--- config.mk ---
export PLATFORM = sky130hd
export DESIGN_NAME = core_ctrl
export DESIGN_NICKNAME = d
export VERILOG_FILES = /design/src/rtl/core_ctrl.sv
export SDC_FILE = /design/constraint.sdc
export NUM_CORES = 1
export LEC_CHECK = 0
export CAP_MARGIN = 20
export CORE_ASPECT_RATIO = 0.9
export CORE_MARGIN = 2
export CORE_UTILIZATION = 30
export CTS_CLUSTER_DIAMETER = 100
export DETAILED_ROUTE_END_ITERATION = 10
export DONT_BUFFER_PORTS = 1
export GPL_TIMING_DRIVEN = 0
export HOLD_SLACK_MARGIN = 0.02
export PLACE_DENSITY = 0.48
export SYNTH_ARGS = -nofsm -noshare
export SYNTH_HDL_FRONTEND = slang
export SYNTH_SLANG_ARGS = --single-unit
--- constraint.sdc ---
create_clock -name clk_i -period 8.7 [get_ports clk_i]
set_input_delay 1.74 -clock clk_i [delete_from_list [all_inputs] [get_ports clk_i]]
set_output_delay 1.74 -clock clk_i [all_outputs]
set_load 0.005 [all_outputs]
--- src/rtl/core_ctrl.sv ---
// rtl/core_ctrl.sv - kernel-loop sequencer: walks output windows and kernel taps
// Counters always name the tap being issued when in RUN; ia/wa are registered from their next values.
module core_ctrl (
  input  logic        clk_i,
  input  logic        rst_i,
  input  logic        s_init_i,
  input  logic        out_busy_i,
  input  logic [5:0]  iw_i,
  input  logic [5:0]  ow_i,
  input  logic [5:0]  oh_i,
  input  logic [3:0]  kw_i,
  input  logic [3:0]  kh_i,
  output logic        exec_o,
  output logic [11:0] ia_o,
  output logic [9:0]  wa_o,
  output logic        k_init_o,
  output logic        k_fin_o,
  output logic        s_fin_o
);

  typedef enum logic [1:0] {
    S_IDLE,
    S_RUN,
    S_WAIT,
    S_DONE
  } state_t;

  state_t      state_q, state_d;
  logic [5:0]  oy_q, oy_d;
  logic [5:0]  ox_q, ox_d;
  logic [3:0]  ky_q, ky_d;
  logic [3:0]  kx_q, kx_d;
  logic [11:0] ia_q, ia_d;
  logic [9:0]  wa_q, wa_d;
  logic        last_tap;
  logic        last_win;

  always_ff @(posedge clk_i) begin
    if (rst_i) begin
      state_q <= S_IDLE;
      oy_q    <= '0;
      ox_q    <= '0;
      ky_q    <= '0;
      kx_q    <= '0;
      ia_q    <= '0;
      wa_q    <= '0;
    end else begin
      state_q <= state_d;
      oy_q    <= oy_d;
      ox_q    <= ox_d;
      ky_q    <= ky_d;
      kx_q    <= kx_d;
      ia_q    <= ia_d;
      wa_q    <= wa_d;
    end
  end

  always_comb begin
    state_d  = state_q;
    oy_d     = oy_q;
    ox_d     = ox_q;
    ky_d     = ky_q;
    kx_d     = kx_q;
    last_tap = (kx_q == kw_i) && (ky_q == kh_i);
    last_win = (ox_q == ow_i) && (oy_q == oh_i);

    case (state_q)
      S_IDLE: begin
        if (s_init_i) begin
          oy_d    = '0;
          ox_d    = '0;
          ky_d    = '0;
          kx_d    = '0;
          state_d = out_busy_i ? S_WAIT : S_RUN;
        end
      end
      S_RUN: begin
        if (!last_tap) begin
          if (kx_q == kw_i) begin
            kx_d = '0;
            ky_d = ky_q + 4'd1;
          end else begin
            kx_d = kx_q + 4'd1;
          end
        end else begin
          kx_d = '0;
          ky_d = '0;
          if (last_win) begin
            ox_d    = '0;
            oy_d    = '0;
            state_d = S_DONE;
          end else begin
            if (ox_q == ow_i) begin
              ox_d = '0;
              oy_d = oy_q + 6'd1;
            end else begin
              ox_d = ox_q + 6'd1;
            end
            // Back-pressure is only honoured here, between windows.
            if (out_busy_i) state_d = S_WAIT;
          end
        end
      end
      S_WAIT: begin
        if (!out_busy_i) state_d = S_RUN;
      end
      S_DONE: begin
        state_d = S_IDLE;
      end
      default: begin
        state_d = S_IDLE;
      end
    endcase

    // 12-bit modular arithmetic gives the required wrap without a wider product.
    ia_d = ({6'd0, oy_d} + {8'd0, ky_d}) * ({6'd0, iw_i} + 12'd1)
         + {6'd0, ox_d} + {8'd0, kx_d};
    wa_d = {6'd0, ky_d} * ({6'd0, kw_i} + 10'd1) + {6'd0, kx_d};
  end

  assign exec_o   = (state_q == S_RUN);
  assign ia_o     = ia_q;
  assign wa_o     = wa_q;
  assign k_init_o = exec_o && (kx_q == 4'd0) && (ky_q == 4'd0);
  assign k_fin_o  = exec_o && last_tap;
  assign s_fin_o  = (state_q == S_DONE);

endmodule

==> flow_summary.ini, run 1 <==
[critical_path]
worst-path-buf-inv = 7
crit_arrival_ns = 8.47
cp_max_fo = 10
critical_path.max_stage_delay_ns = 0.53
end_kind = flip-flop
cp_slowest_cell = fa_1
path_class = in2reg
critPathTopFamily = adder cells
cp_data_required_time_ns = 8.92
critPathLaunchType = input pin
reg2reg_slack_ns = 1.36

[clock_network]
clk_transition_reported_paths_ns = 0.06
htree_levels = 2
clockBufferDepth = 2
cts.sinks = 44
cts_buffers = 5
cts-root-buf = clkbuf_16
clk_latency_ns = 0.29
cts_tree = yes
postCtsHoldBufs = 0

[yosys]
yosysTopAreaCellShare_pct = 18.5
postSynth.asyncResetShare_pct = 0
ys_seq_area_share_pct = 18.5
synth_top_family_by_area = adder cells
synth-compound-area-share_pct = 9.22
synth_edf_count = 0
synth_flop_cell = dfxtp_1
synthTopCellsByArea = dfxtp_1, fa_1, ha_1, inv_1, nor2_1
synth_warnings = 0
synth_mux_area_share_pct = 0.683
synth-xor-area-share_pct = 9.51
syn-instance-count = 552
syn_avg_cell_area_um2 = 8.63
syn_nets = 685
synthAdderAreaFrac_pct = 34.0
syn_area_um2 = 4760
ys_ff_latch = 44
synth.distinct_cells = 50
synthSimpleGateAreaFrac_pct = 20.9
yosysTopAreaCell = dfxtp_1

[floorplan]
die_y_um = 124
coreArea_um2 = 15500
die_area_um2 = 16900
initial_utilization_pct = 30.7
rows = 43
io_pins = 56
die_width_um = 137

[detailed_routing]
drc = 0
routed_wl_um = 11600
postRouteAntennaNets = 0
dr.pass1.iters = 4
routed_via_density = 4.73
num_vias = 3641
drtIter0Drc = 183
wire_per_inst_um = 15.0

[timing]
max_freq_mhz = 121
layout_min_cycle_time_ns = 8.24
final_hold_viol_count = 0
setup_viol = 0
worst_pin_slew_ns = 0.781
slew-limit-headroom_pct = 47.6
fin_skew_ns = 0.00751
hold_slack_ns = 0.590
maxSlewViolCount = 0
final.period_utilization_pct = 94.8
fin_tns_setup_ns = 0

[cells_and_area]
fillers = 1607
syn2layout_area_growth_pct = 11.2
fin_util_pct = 34.2
fin_nets = 701
stdcell_area_um2 = 5300
drive_above_1_share_pct = 7.22
num_antenna_cells = 0
seq_area_um2 = 881
multi_input_area_um2 = 3610

[global_routing]
grt_use_total_pct = 14.5
antenna_found_initial = 0
grt_max_degree = 14
grt_pass1_vias = 3721
grt_pass1_wl_um = 19000
grt.overflow.total = 0

[power]
leakagePower_nw = 2.52
vdd_ir_drop_max_uv = 74.1
power_density_nw_per_um2 = 83.9

[outcome]
status = finished, final reports clean

[placed_design]
routabilityCongestion = 0.850
dp_hpwl_um = 9410
placed_area_um2 = 5020
portBuffers = 0

[job]
maxCapViolCount = 0

[worst_hold_path]
hold_path_class = reg2reg
==> what timing repair did <==
item | in CTS | in global routing
pin swaps | 0 | 7
setup buffers | 0 | 9
hold endpoints to repair | 0 | 0
cloned | 0 | 0
gates resized for setup | 3 | 13
endpoints found under the setup margin | 1 | 1
==> power by group <==
part           internal (W)  total [W]  switching [W]
combinational     0.0000159  0.0000475      0.0000316
clock              0.000105   0.000192      0.0000872
sequential         0.000203   0.000205     0.00000200
==> synthesized netlist by cell type (3+ instances only) <==
master	number
a21o_1	6
a21oi_1	19
a31oi_1	3
and2_1	12
and3_1	5
clkbuf_1	7
dfxtp_1	44
fa_1	44
ha_1	59
inv_1	81
nand2_1	39
nand2b_1	11
nand3_1	12
nand4_1	7
nor2_1	62
nor2b_1	22
nor3_1	3
nor4_1	5
o21ai_0	16
o21bai_1	7
o31a_1	4
xnor2_1	23
xor2_1	25
==> cells in the final DEF, fill, tap and decap left out, types with 2 or more instances in the layout <==
cell	synthesis	routed
a21oi_1	19	16
xnor2_2	2	2
a31oi_1	3	3
nor3b_1	2	2
clkbuf_1	7	7
nor4_1	5	5
and4_1	2	2
o21bai_1	7	7
inv_1	81	80
nand2_1	39	38
xnor2_1	23	21
a21o_1	6	6
and2_2	1	2
nor2b_1	22	22
nor4_4	2	2
a32oi_1	2	2
or2_2	2	2
and2_1	12	11
nand4_1	7	7
clkbuf_16	0	5
nand3_1	12	12
and3_1	5	5
mux2_2	2	2
o21ai_1	2	2
nor3_1	3	3
dfxtp_1	44	44
ha_1	59	59
xor2_1	25	25
o21ai_0	16	15
nor2_1	62	62
fa_1	44	44
o2111ai_1	2	2
nand2b_1	11	11
o31a_1	4	4
buf_4	1	10
a21oi_2	0	3
xnor2_4	0	2
==> final timing paths <==
check / start / to / cells past startpoint
max: kw_i[3] / ia_o[11]$_SDFF_PP0_ / 32
min: oy_q[5]$_SDFF_PP0_ / oy_q[5]$_SDFF_PP0_ / 2
max reg2reg: state_q[1]$_SDFFE_PP0P_ / ia_o[11]$_SDFF_PP0_ / 33
min reg2reg: oy_q[5]$_SDFF_PP0_ / oy_q[5]$_SDFF_PP0_ / 2
==> flip-flops by register name, indices dropped and copies added (netlist names) <==
| register | cells |
|---|---|
| oy_q | 6 |
| ia_o | 12 |
| kx_q | 4 |
| wa_o | 10 |
| ox_q | 6 |
| state_q | 2 |
| ky_q | 4 |
==> final cells by class <==
| type | instances | share of cell area (%) |
|---|---|---|
| multi-input cells | 418 | 68.2 |
| clock inverters | 2 | 0.236 |
| clock buffers | 5 | 2.36 |
| flip-flops and latches | 44 | 16.6 |
| repair buffers | 9 | 1.28 |
| well taps | 202 | 4.77 |
| inverters | 81 | 5.74 |
| plain buffers | 9 | 0.779 |
==> worst register-to-register path, delay by kind of cell, from the launching register on <==
family,cells,cell delay (ns)
flops,1,0.34
buf+inv,9,1.14
simple gates,7,1.10
fa+ha+maj,7,2.97
compound gates,6,0.85
mux,1,0.19
xor+xnor,3,0.66
==> through the flow <==
stage | std cells | total power (W) | setup WS [ns]
finish | 770 | 0.000445 | 0.455
global route | 770 | 0.000467 | -0.0425
CTS | 761 | 0.000451 | 0.0644
detailed placement | 754 | 0.000256 | -0.504
global placement | 754 | 0.000255 | -0.461
floorplan | 552 | 0.000242 | 0.589
==> cells by family (layout without fill, tap and decap cells) <==
kind of cell,after synthesis,after routing
AO/OA/AOI/OAI,68,68
flip-flops,44,44
buffers and inverters,90,106
adder cells (fa/ha/maj),103,103
multiplexers,3,3
XOR/XNOR,50,50
AND/OR/NAND/NOR,194,194
==> layer usage <==
layer | global-route usage [%] | vias up | part of all wire [%]
met5 | 0 | - | 0
met3 | 3.36 | 11 | 5.7
met4 | 3.35 | 0 | 1.2
li1 | - | 1823 | -
met1 | 19.6 | 1733 | 47
met2 | 23.7 | 74 | 46
No activity file was read; power rests on OpenSTA's default activity.
==> inputs of run 2 (changes only) <==
--- a/config.mk
+++ b/config.mk
@@ -9,6 +9,7 @@
 export CORE_ASPECT_RATIO = 0.9
 export CORE_MARGIN = 2
 export CORE_UTILIZATION = 30
+export CTS_BUF_LIST = sky130_fd_sc_hd__clkbuf_8
 export CTS_CLUSTER_DIAMETER = 100
 export DETAILED_ROUTE_END_ITERATION = 10
 export DONT_BUFFER_PORTS = 1
==> run 2 against run 1 <==
Effect of this change:
- clock power down 29%
- worst setup slack improved by 0.016 ns
- utilization decreased by 0.38 points
- sequential power hardly changed
- wire length fell by 0.87%
- fmax rose by 0.19%
- cell area fell by 1.1%
- cell count is 0.26% lower
- hold slack better by 0.0079 ns
==> flow_summary.ini, run 2 (synthesized netlist as in run 1, its figures left out) <==
[power]
leakagePower_nw = 2.48
finalPower_w = 0.000390
vdd_ir_drop_max_uv = 45.2
power_density_nw_per_um2 = 74.4

[cells_and_area]
final_cells = 768
largest_register_ffs = 12
layout_common_cells = inv_1, nor2_1, ha_1
num_antenna_cells = 0
multi_input_area_um2 = 3630
layout_commonest_cell = inv_1
fin_nets = 699
fillers = 1616
fin_util_pct = 33.8
drive_above_1_share_pct = 6.89
seq_area_um2 = 881
syn2layout_area_growth_pct = 9.98

[timing]
setup_viol = 0
fin_skew_ns = 0.00554
layout_min_cycle_time_ns = 8.23
final.period_utilization_pct = 94.6
maxSlewViolCount = 0
max_freq_mhz = 122
slew-limit-headroom_pct = 47.1
final_hold_viol_count = 0
fin_tns_setup_ns = 0
worst_pin_slew_ns = 0.788

[detailed_routing]
drtIter0Drc = 190
routed_wl_um = 11500
num_vias = 3622
wire_per_inst_um = 14.9
routed_via_density = 4.72
drc = 0
dr.pass1.iters = 5
postRouteAntennaNets = 0

[clock_network]
htree_levels = 2
clockBufferDepth = 2
postCtsHoldBufs = 0
clk_latency_ns = 0.32
cts_tree = yes
clk_transition_reported_paths_ns = 0.09
cts.sinks = 44
cts-root-buf = clkbuf_8
cts_buffers = 5

[critical_path]
critPathTopFamily = adder cells
worst-path-buf-inv = 6
cp_max_fo = 10
path_class = in2reg
critical_path.max_stage_delay_ns = 0.53
cp_data_required_time_ns = 8.95
end_kind = flip-flop
critPathLaunchType = input pin
cp_slowest_cell = fa_1
crit_arrival_ns = 8.48

[floorplan]
die_width_um = 137
die_y_um = 124
initial_utilization_pct = 30.7
rows = 43
coreArea_um2 = 15500
io_pins = 56
die_area_um2 = 16900

[global_routing]
grt_pass1_vias = 3696
antenna_found_initial = 0
grt_use_total_pct = 14.5
grt_pass1_wl_um = 19000
grt_max_degree = 14
grt.overflow.total = 0

[outcome]
status = finished, final reports clean

[placed_design]
dpl.cell_count = 754
routabilityCongestion = 0.850
dp_hpwl_um = 9410
portBuffers = 0

[worst_hold_path]
hold_path_class = reg2reg

[job]
maxCapViolCount = 0
-- run 2: changes by cell type in the layout (fill, tap and decap cells not counted), sizes merged --
cell / before / now
buf: 10 / 8
-- run 2: path summary, 6_finish.rpt --
check                          startpoint                  end  slack (ns)  cells past startpoint
setup reg to reg  state_q[1]$_SDFFE_PP0P_  ia_o[11]$_SDFF_PP0_        1.38                     33
setup / recovery                  kh_i[1]  ia_o[11]$_SDFF_PP0_        0.47                     31
hold / removal         oy_q[5]$_SDFF_PP0_   oy_q[5]$_SDFF_PP0_        0.60                      2
hold reg to reg        oy_q[5]$_SDFF_PP0_   oy_q[5]$_SDFF_PP0_        0.60                      2
-- run 2: repair_timing --
action / 4_1_cts / 5_1_grt
resized for setup: 2 / 14
pin swaps: 0 / 7
setup endpoints to repair: 1 / 2
setup buffers: 0 / 7
-- run 2: power by group --
part / total, W / internal [W] / switching (W) / leakage (nW)
Sequential: 0.000205 / 0.000203 / 0.00000198 / 0.355
Combinational: 0.0000472 / 0.0000157 / 0.0000314 / 2.09
Clock: 0.000137 / 0.0000547 / 0.0000826 / 0.0400
Total: 0.000390 / 0.000274 / 0.000116 / 2.48
-- run 2: metal layers --
metal  wire, um  global-route usage, %
met1       5400                   19.8
met2       5230                   23.4
met3        657                   3.20
met4        179                   3.74
met5          0                      0
-- run 2: final cells by class --
type | instances | area share [%]
timing repair buffer | 7 | 1.00
multi-input combinational | 418 | 69.2
buffer | 9 | 0.788
clock inverter | 2 | 0.239
clock buffer | 5 | 1.31
inverter | 81 | 5.80
tap | 202 | 4.82
sequential | 44 | 16.8
-- run 2: stage by stage --
step           hold slack (ns)  worst slack, ns  instance area, um^2
5_1_grt                  0.644        -0.000265                 5240
6_report                 0.598            0.471                 5240
4_1_cts                  0.591           0.0244                 5110
2_1_floorplan            0.536            0.589                 4760
3_5_place_dp             0.571           -0.504                 5020
3_3_place_gp             0.567           -0.461                 5020
-- run 2: tightest hold or removal path: stages, from the launching register on --
cell     delay (ns)
dfxtp_1        0.36
nand2_1        0.10
a31oi_1        0.09
==> inputs of run 3 (changes only) <==
--- a/config.mk
+++ b/config.mk
@@ -5,9 +5,9 @@
 export SDC_FILE = /design/constraint.sdc
 export NUM_CORES = 1
 export LEC_CHECK = 0
-export CAP_MARGIN = 20
+export CAP_MARGIN = 25
 export CORE_ASPECT_RATIO = 0.9
-export CORE_MARGIN = 2
+export CORE_MARGIN = 1.5
 export CORE_UTILIZATION = 30
 export CTS_BUF_LIST = sky130_fd_sc_hd__clkbuf_8
 export CTS_CLUSTER_DIAMETER = 100
@@ -16,6 +16,7 @@
 export GPL_TIMING_DRIVEN = 0
 export HOLD_SLACK_MARGIN = 0.02
 export PLACE_DENSITY = 0.48
+export SLEW_MARGIN = 20
 export SYNTH_ARGS = -nofsm -noshare
 export SYNTH_HDL_FRONTEND = slang
 export SYNTH_SLANG_ARGS = --single-unit
==> run 3 against run 2 <==
Effect of this change:
- first-iteration DRC count up 2.1%
- fmax increased by 0.24%
- critical path type unchanged
- clock skew fell by 0.00085 ns
- global-route usage is 0.49 points higher
- clock power rose by 8%
- count of clock-buffer cells in the layout increased by 1
- sequential share of layout area is 0.064 points lower
==> flow_summary.ini, run 3 (synthesized netlist as in run 1, its figures left out) <==
[outcome]
status = finished, final reports clean

[job]
maxCapViolCount = 0

[cells_and_area]
stdcell_area_um2 = 5260
layout_common_cells = inv_1, nor2_1, ha_1
drive_above_1_share_pct = 7.03
final_cells = 771
fillers = 1607
largest_register_ffs = 12
syn2layout_area_growth_pct = 10.4
layout_commonest_cell = inv_1
num_antenna_cells = 0
fin_nets = 701

[timing]
final_hold_viol_count = 0
max_freq_mhz = 122
layout_min_cycle_time_ns = 8.21
fin_skew_ns = 0.00470
maxSlewViolCount = 0
slew-limit-headroom_pct = 47.9
setup_viol = 0
fin_ws_ns = 0.490
worst_pin_slew_ns = 0.777
rsz0062_at_grt = false
fin_tns_setup_ns = 0
final.period_utilization_pct = 94.4

[placed_design]
dp_hpwl_um = 9400
routabilityCongestion = 0.850
dp_slack_ns = -0.512
portBuffers = 0
placed_area_um2 = 5020
dpl.cell_count = 754

[floorplan]
die_y_um = 123
die_area_um2 = 16600
io_pins = 56
die_width_um = 136
initial_utilization_pct = 30.7
rows = 43
coreArea_um2 = 15500

[critical_path]
worst-path-buf-inv = 5
crit_top_cell = fa_1
cp_slowest_cell = fa_1
critPathLaunchType = input pin
end_kind = flip-flop
cp_max_fo = 10
critPathTopFamily = adder cells
cp_data_required_time_ns = 8.97
path_class = in2reg
critical_path.max_stage_delay_ns = 0.56
crit_arrival_ns = 8.48

[global_routing]
grt_use_total_pct = 15.0
grt.overflow.total = 0
grt_pass1_wl_um = 19200
antenna_found_initial = 0
grt_pass1_vias = 3733
grt_max_degree = 14

[power]
pwr-share-seq_pct = 51.5
power_density_nw_per_um2 = 75.8
vdd_ir_drop_max_uv = 53.5
leakagePower_nw = 2.51
power_frac_comb_pct = 11.5
sw_frac_of_total_pct = 29.3
finalPower_w = 0.000399
internal_power_w = 0.000282
clock_power_share_pct = 37.0
p_switching_w = 0.000117

[detailed_routing]
dr.pass1.iters = 6
routed_wl_um = 11400
postRouteAntennaNets = 0
drc = 0
drtIter0Drc = 194
routed_via_density = 4.78
wire_per_inst_um = 14.8
num_vias = 3689

[clock_network]
postCtsHoldBufs = 0
clk_latency_ns = 0.33
htree_levels = 2
cts.sinks = 44
clockBufferDepth = 2
cts_buffers = 5
clk_transition_reported_paths_ns = 0.09
cts_tree = yes
cts-root-buf = clkbuf_8

[worst_hold_path]
hold_path_class = reg2reg
[run 3: cell types whose count changed in the layout (fill, tap and decap cells not counted), sizes merged]
cell and delta:
inv +1, clkinv -1, buf +3
[run 3: per-stage QoR]
| step | hold slack (ns) | utilization (%) |
|---|---|---|
| after detailed placement | 0.571 | 32.4 |
| after CTS | 0.585 | 33.1 |
| after floorplan | 0.536 | - |
| after global routing | 0.627 | 33.9 |
| final | 0.576 | 33.9 |
| after global placement | 0.566 | 32.4 |
[run 3: area by class of cell]
class                   instances  area, um^2  share of cell area, %
plain buffers                   9        38.8                  0.737
clock buffers                   6        82.6                   1.57
clock inverters                 2        11.3                  0.214
inverters                      81         304                   5.78
multi-input cells             418        3620                   68.9
flip-flops and latches         44         881                   16.7
well taps                     202         253                   4.80
repair buffers                  9        67.6                   1.28
[run 3: timing repair]
item                       in CTS  in global routing
setup endpoints to repair       1                  3
buffers inserted                0                  9
gates resized for setup         2                 13
gates cloned                    0                  0
pin swaps                       0                  6
[run 3: power groups by stage]
stage / registers [W] / logic (W) / clock network [W]
final: 0.000205 / 0.0000458 / 0.000148
after global routing: 0.000206 / 0.0000514 / 0.000164
after CTS: 0.000205 / 0.0000457 / 0.000157
after detailed placement: 0.000210 / 0.0000453 / 0
after global placement: 0.000210 / 0.0000447 / 0
after floorplan: 0.000210 / 0.0000324 / 0
[run 3: path summary, 6_finish.rpt]
path                                start                  end  slack (ns)  cells past startpoint
setup / recovery                  kh_i[3]  ia_o[11]$_SDFF_PP0_        0.49                     29
hold / removal         oy_q[5]$_SDFF_PP0_   oy_q[5]$_SDFF_PP0_        0.58                      2
setup reg to reg  state_q[1]$_SDFFE_PP0P_  ia_o[11]$_SDFF_PP0_        1.46                     31
hold reg to reg        oy_q[5]$_SDFF_PP0_   oy_q[5]$_SDFF_PP0_        0.58                      2
[run 3: routing by layer]
metal | track usage [%] | share of wire (%)
met3 | 3.72 | 7.4
met2 | 23.6 | 45
met4 | 4.91 | 1.6
met5 | 0 | 0
met1 | 20.2 | 46
[run 3: worst min-delay path: cells and delay by family (launching register included)]
kind / cells / cell delay [ns]
AO/OA/AOI/OAI: 1 / 0.08
AND/OR/NAND/NOR: 1 / 0.10
flip-flops: 1 / 0.35
